$ cat src/rtl/fft_bin_rx.sv
// Per-bin power (re^2+im^2) stream with bin indexing, frame-end tagging and peak search; 3-cycle latency.
// A single enable stalls every stage together, so s_axis_tready drops when the output beat is held.
module fft_bin_rx #(
  parameter int DATA_W    = 16,
  parameter int LOG2N_MAX = 12
) (
  input  logic                    aclk,
  input  logic                    areset,
  input  logic [3:0]              cfg_log2n,
  input  logic [2*DATA_W-1:0]     s_axis_tdata,
  input  logic                    s_axis_tvalid,
  output logic                    s_axis_tready,
  input  logic                    s_axis_tlast,
  output logic [2*DATA_W-1:0]     m_axis_tdata,
  output logic [LOG2N_MAX-1:0]    m_axis_tuser,
  output logic                    m_axis_tvalid,
  input  logic                    m_axis_tready,
  output logic                    m_axis_tlast,
  output logic                    peak_valid,
  output logic [LOG2N_MAX-1:0]    peak_bin,
  output logic [2*DATA_W-1:0]     peak_mag,
  output logic                    evt_tlast_missing,
  output logic                    evt_tlast_unexpected
);

  localparam int W2 = 2 * DATA_W;
  localparam int BW = LOG2N_MAX;
  localparam logic [3:0] L_MIN = 4'd3;
  localparam logic [3:0] L_MAX = 4'(LOG2N_MAX);
  localparam logic [BW-1:0] BIN_ONE = {{(BW-1){1'b0}}, 1'b1};

  // Highest bin index of a frame for the requested size, after clamping.
  function automatic logic [BW-1:0] last_bin_of(input logic [3:0] log2n);
    logic [3:0]  l;
    logic [BW:0] one;
    logic [BW:0] n;
    logic [BW:0] nm1;
    if (log2n < L_MIN)      l = L_MIN;
    else if (log2n > L_MAX) l = L_MAX;
    else                    l = log2n;
    one    = '0;
    one[0] = 1'b1;
    n      = one << l;
    nm1    = n - one;
    return nm1[BW-1:0];
  endfunction

  logic            en;
  logic            acc;
  logic [BW-1:0]   bin_cnt;
  logic [BW-1:0]   last_lat;
  logic [BW-1:0]   cur_last;
  logic            is_last;

  assign en            = !m_axis_tvalid | m_axis_tready;
  assign s_axis_tready = en & !areset;
  assign acc           = s_axis_tvalid & s_axis_tready;

  // Frame size is taken from cfg_log2n only when bin 0 is on the input.
  always_comb begin
    cur_last = last_lat;
    if (bin_cnt == '0) cur_last = last_bin_of(cfg_log2n);
    is_last = (bin_cnt == cur_last);
  end

  always_ff @(posedge aclk or posedge areset) begin
    if (areset) begin
      bin_cnt              <= '0;
      last_lat             <= '0;
      evt_tlast_unexpected <= 1'b0;
      evt_tlast_missing    <= 1'b0;
    end else begin
      evt_tlast_unexpected <= acc & s_axis_tlast & ~is_last;
      evt_tlast_missing    <= acc & ~s_axis_tlast & is_last;
      if (acc) begin
        if (bin_cnt == '0) last_lat <= cur_last;
        bin_cnt <= is_last ? '0 : bin_cnt + BIN_ONE;
      end
    end
  end

  logic                     s1_vld;
  logic signed [DATA_W-1:0] s1_re;
  logic signed [DATA_W-1:0] s1_im;
  logic [BW-1:0]            s1_bin;
  logic                     s1_last;
  logic signed [W2-1:0]     re_x;
  logic signed [W2-1:0]     im_x;
  logic signed [W2-1:0]     sq_re;
  logic signed [W2-1:0]     sq_im;
  logic                     s2_vld;
  logic [W2-1:0]            s2_rr;
  logic [W2-1:0]            s2_ii;
  logic [BW-1:0]            s2_bin;
  logic                     s2_last;
  logic [W2-1:0]            pwr;

  assign re_x  = {{DATA_W{s1_re[DATA_W-1]}}, s1_re};
  assign im_x  = {{DATA_W{s1_im[DATA_W-1]}}, s1_im};
  assign sq_re = re_x * re_x;
  assign sq_im = im_x * im_x;
  // Largest possible sum is 2^(W2-1), so the unsigned add cannot wrap.
  assign pwr   = s2_rr + s2_ii;

  always_ff @(posedge aclk or posedge areset) begin
    if (areset) begin
      s1_vld        <= 1'b0;
      s1_re         <= '0;
      s1_im         <= '0;
      s1_bin        <= '0;
      s1_last       <= 1'b0;
      s2_vld        <= 1'b0;
      s2_rr         <= '0;
      s2_ii         <= '0;
      s2_bin        <= '0;
      s2_last       <= 1'b0;
      m_axis_tvalid <= 1'b0;
      m_axis_tdata  <= '0;
      m_axis_tuser  <= '0;
      m_axis_tlast  <= 1'b0;
    end else if (en) begin
      s1_vld        <= s_axis_tvalid;
      s1_re         <= s_axis_tdata[DATA_W-1:0];
      s1_im         <= s_axis_tdata[W2-1:DATA_W];
      s1_bin        <= bin_cnt;
      s1_last       <= is_last;
      s2_vld        <= s1_vld;
      s2_rr         <= sq_re;
      s2_ii         <= sq_im;
      s2_bin        <= s1_bin;
      s2_last       <= s1_last;
      m_axis_tvalid <= s2_vld;
      m_axis_tdata  <= pwr;
      m_axis_tuser  <= s2_bin;
      m_axis_tlast  <= s2_vld & s2_last;
    end
  end

  logic            s3_load;
  logic            take_new;
  logic [W2-1:0]   run_mag;
  logic [BW-1:0]   run_bin;
  logic [W2-1:0]   best_mag;
  logic [BW-1:0]   best_bin;

  assign s3_load = en & s2_vld;

  // Strictly-greater compare keeps the lowest bin on ties.
  always_comb begin
    take_new = (s2_bin == '0) || (pwr > run_mag);
    best_mag = run_mag;
    best_bin = run_bin;
    if (take_new) begin
      best_mag = pwr;
      best_bin = s2_bin;
    end
  end

  always_ff @(posedge aclk or posedge areset) begin
    if (areset) begin
      run_mag    <= '0;
      run_bin    <= '0;
      peak_mag   <= '0;
      peak_bin   <= '0;
      peak_valid <= 1'b0;
    end else begin
      peak_valid <= s3_load & s2_last;
      if (s3_load) begin
        run_mag <= best_mag;
        run_bin <= best_bin;
        if (s2_last) begin
          peak_mag <= best_mag;
          peak_bin <= best_bin;
        end
      end
    end
  end

endmodule

$ cat config.mk
export PLATFORM = sky130hd
export DESIGN_NAME = fft_bin_rx
export DESIGN_NICKNAME = d
export VERILOG_FILES = /design/src/rtl/fft_bin_rx.sv
export SDC_FILE = /design/constraint.sdc
export NUM_CORES = 2
export LEC_CHECK = 0
export ABC_CLOCK_PERIOD_IN_PS = 19100
export CAP_MARGIN = 20
export CORE_AREA = 2 2 267 269
export DETAILED_ROUTE_END_ITERATION = 8
export DIE_AREA = 0 0 269 271
export HOLD_SLACK_MARGIN = 0.06
export SLEW_MARGIN = 20
export SYNTH_ARGS = -nofsm -noshare
export SYNTH_HDL_FRONTEND = slang
export SYNTH_SLANG_ARGS = --single-unit
$ cat constraint.sdc
create_clock -name aclk -period 19.1 [get_ports aclk]
set_clock_uncertainty 0.1 [all_clocks]
set_input_delay 3.82 -clock aclk [delete_from_list [all_inputs] [get_ports aclk]]
set_output_delay 3.82 -clock aclk [all_outputs]
set_load 0.02 [all_outputs]
; ---- After elaboration in Yosys (flattened, before gate mapping)
; Cells that the tools add are included.
[classes]
n_mux = 7
shift = 1
bitwise = 12
n_eq_ne = 1
magnitude_cmp = 3
reduce_logical = 7
n_mul = 2
add_sub_neg = 3
[ops]
columns = op, count
row1 = 16-bit by 16-bit multiplier with 32-bit output, 2
row2 = 12-bit 2-to-1 mux, 3
row3 = 32-bit adder, 1
row4 = 32-bit greater-than comparator, 1
row5 = 32-bit 2-to-1 mux, 1
row6 = 12-bit logical NOT, 2
row7 = "12-bit by 1-bit adder with 12-bit output, second input constant", 1
row8 = 12-bit equality test, 1
row9 = 4-bit 2-to-1 mux, 3
row10 = "1-bit by 4-bit left shift with 12-bit output, first input constant", 1
row11 = "12-bit by 1-bit subtractor with 12-bit output, second input constant", 1
row12 = 1-bit bitwise AND, 9
row13 = "4-bit greater-than comparator, second input constant", 1
row14 = "4-bit by 2-bit less-than comparator with 1-bit output, second input constant", 1
row15 = 2-bit AND reduction, 2
row16 = 1-bit logical NOT, 2
row17 = 1-bit NOT, 2
row18 = 1-bit logical OR, 1
row19 = 1-bit bitwise OR, 1
[word_totals]
word_cells = 59
in_bits = 41
register_bits = 285

; ---- Depth between registers and ports, before layout
[depth]
word_depth = 10
ltp_mapped = 25
depth_no_buf = 24

; ---- Worst setup path before layout
; No wires, ideal clock.
[synth_path]
kind = input port to flip-flop
from = input areset
to = register bin_cnt[11]
t_required_ns = 18.862
cell_stages = 8
setup_slack_ns = 7.651
t_arrival_ns = 11.211
setup_ns = 0.138
path_cell_list = inv_1 -> and3_1 -> clkbuf_1 -> nand4_1 -> nor2_1 -> nand3_1 -> xor2_1 -> nor2_1
[synth_via]
elab_chain_len = 3
[synth_lines]
columns = element, line
row1 = from (decl), 8  ; input logic areset,
row2 = 1-bit logical NOT (no line), -
row3 = 1-bit bitwise AND, 56  ; assign s_axis_tready = en & !areset;
row4 = 1-bit bitwise AND, 57  ; assign acc = s_axis_tvalid & s_axis_tready;
row5 = to (signal assigned), 77  ; bin_cnt <= is_last ? '0 : bin_cnt + BIN_ONE;
row6 = to (decl), 50  ; logic [BW-1:0] bin_cnt;
; Every way passes these cells.
; A chain may end at the register's enable or synchronous reset.

; ---- Final worst setup path
[layout_path]
from = input m_axis_tready
to = output s_axis_tready
[layout_via]
elab_chain_len = 2
[layout_lines]
columns = element, line
row1 = from (decl), 17  ; input logic m_axis_tready,
row2 = 1-bit bitwise OR, 55  ; assign en = !m_axis_tvalid | m_axis_tready;
row3 = 1-bit bitwise AND, 56
row4 = to (decl), 12  ; output logic s_axis_tready,
; Every way passes these cells.

==> results.py <==
metrics = {
    "run_status": {
        "status": "completed",
    },
    "global_routing": {
        "grt_util_all_layers_pct": 20.9,
        "antenna_found_initial": 2,
        "grt_max_degree": 88,
        "overflow": 0,
        "grt_pass1_vias": 22741,
        "grt_pass1_wl_um": 120000,
    },
    "routing": {
        "route.met2.wl_um": 33600,
        "met3RoutedLength_um": 2780,
        "routed_wl_um": 72100,
        "drc": 0,
        "drt_iter0_markers": 1316,
        "vias_per_cell": 4.96,
        "vias": 21647,
        "highest_layer": "met4",
        "first_pass_iters": 5,
        "postRouteAntennaNets": 0,
        "wl_met1_um": 33900,
        "wl_per_cell_um": 16.5,
    },
    "synth": {
        "synth_area_um2": 31300,
        "yosys_warnings": 0,
        "synth-edff-count": 0,
        "seq_area_frac_synth_pct": 22.6,
        "yosys_register_bits": 283,
        "ys_types": 76,
        "avgSynthCellArea_um2": 9.41,
        "ys.flop_type": "dfrtp_1",
        "synth_top_area_cell": "fa_1",
        "netlist_instances": 3326,
        "synth_area_leaders": "fa_1 (30%), dfrtp_1 (23%), ha_1 (9.9%), inv_1 (8.2%), nand2_1 (6.4%)",
        "synth_top_cell_area_share_pct": 30.0,
        "async_reset_ff_share_pct": 100,
    },
    "worst_setup_path": {
        "crit_type": "primary input to output pin",
        "cp_data_required_time_ns": 15.18,
        "cp-end-kind": "output pin",
        "cp.arrival_ns": 5.29,
        "crit_path_start_kind": "primary input",
        "path_max_fanout": 2,
    },
    "floorplan": {
        "die_h_um": 271,
        "io_pins": 135,
        "start_util_pct": 44.8,
        "die_w_um": 269,
        "core_um2": 69800,
        "rows": 97,
        "die_area_um2": 72900,
    },
    "clocking": {
        "clkTransAtPathRegs_ns": 0.06,
        "cts_setup_buffers": 0,
        "ctsHoldBuffers": 0,
        "ctsResizeCount": 0,
        "cts_max_level": 2,
        "clk_latency_ns": 0.56,
        "root_buffer": "clkbuf_16",
        "clock_path_buffers": 3,
        "cts_tree": "done",
        "cts_num_sinks": 283,
        "cts_buffers": 35,
    },
    "timing": {
        "final_hold_viol_count": 0,
        "fin_crit_ns": 9.21,
        "tns_ns": 0,
        "slew_headroom_pct": 38.4,
        "setup_viol": 0,
        "worstMarginPinSlew_ns": 0.924,
        "rsz0062_at_grt": "false",
        "period_share_pct": 48.2,
        "maxSlewViolCount": 0,
        "max_freq_mhz": 109,
    },
    "place": {
        "place.gp.congestion": 0.824,
        "dp.final_hpwl_um": 56500,
        "io_buffers": 134,
    },
    "final_layout": {
        "area_delta_synth_final_pct": 10.9,
        "final_common_cell": "inv_1",
        "fin_nets": 4154,
        "drive_above_1_share_pct": 4.12,
        "final_cell_mix": "inv_1 (685), nand2_1 (533), fa_1 (469), dfrtp_1 (283), ha_1 (248)",
    },
    "hold_path": {
        "hold_class": "flip-flop to flip-flop",
    },
    "job": {
        "drv_cap": 0,
    },
}
## cell families (layout without fill, tap and decap cells)
family          after synthesis  after routing  synth area share (%)
fa+ha+maj                   717            717                  39.9
other cells                   1              3                0.0120
buf+inv                     807            903                  9.83
flops                       283            283                  22.6
xor+xnor                    123            123                  3.44
simple gates                895            895                  12.4
mux                          90             90                  3.56
compound gates              410            410                  8.19
## final timing paths
kind                                              start                      endpoint  slack (ns)  depth (start not counted)
max                                       m_axis_tready                 s_axis_tready        9.89                          4
min                        m_axis_tdata[13]$_DFFE_PP0N_  m_axis_tdata[13]$_DFFE_PP0N_        0.36                          2
max reg2reg                        s1_im[3]$_DFFE_PP0N_         s2_ii[31]$_DFFE_PP0N_       11.65                         18
min reg2reg                m_axis_tdata[13]$_DFFE_PP0N_  m_axis_tdata[13]$_DFFE_PP0N_        0.36                          2
max in group asynchronous                        areset   m_axis_tuser[9]$_DFFE_PP0N_       12.94                          4
min in group asynchronous                        areset          s1_re[8]$_DFFE_PP0N_        3.70                          2
## critical path, stage by stage
cell and delay, ns:
clkdlybuf4s50_1 0.49, nor2b_4 0.33, nor2_1 0.10, clkdlybuf4s50_1 0.55
## stage by stage
step	setup WS, ns	area (um^2)	instances	util [%]	hold slack (ns)
CTS	9.89	34700	4363	49.7	0.368
finish	9.89	34700	4364	49.7	0.361
floorplan	7.36	31300	3327	-	0.338
global placement	9.88	33500	4299	48.0	0.350
global route	9.85	34700	4363	49.7	0.386
detailed placement	9.91	33500	4299	48.0	0.356
## Yosys cell counts, types with 41 or more instances
| library cell | count |
|---|---|
| inv_1 | 686 |
| nand2_1 | 533 |
| clkbuf_1 | 92 |
| o21ai_0 | 97 |
| xnor2_1 | 83 |
| o21ai_1 | 47 |
| and2_1 | 73 |
| nor2_1 | 158 |
| a21oi_1 | 97 |
| fa_1 | 469 |
| mux2i_1 | 41 |
| dfrtp_1 | 283 |
| ha_1 | 248 |
| a21o_1 | 42 |
## registers in the layout, indices dropped and copies added, names as in the netlist, 16 cells and up
register      flops
s1_re            16
s1_im            16
s2_rr            31
m_axis_tdata     32
s2_ii            31
run_mag          32
peak_mag         32
## final cells by class
type / count / area, um^2
fillers: 6679 / 35100
clock buffers: 50 / 993
diodes: 1 / 2.50
clock inverters: 14 / 224
inverters: 691 / 2600
flip-flops and latches: 283 / 7080
multi-input cells: 2237 / 21200
repair buffers: 148 / 1450
well taps: 940 / 1180
## per-layer routing
metal / GRT usage (%) / vias to the layer above
li1: - / 10436
met1: 30.1 / 10760
met2: 33.7 / 372
met3: 2.37 / 79
met4: 5.53 / 0
met5: 0 / -
Power is not shown: default switching activity piles up to over one toggle a cycle in this logic, so the estimate is an artifact.
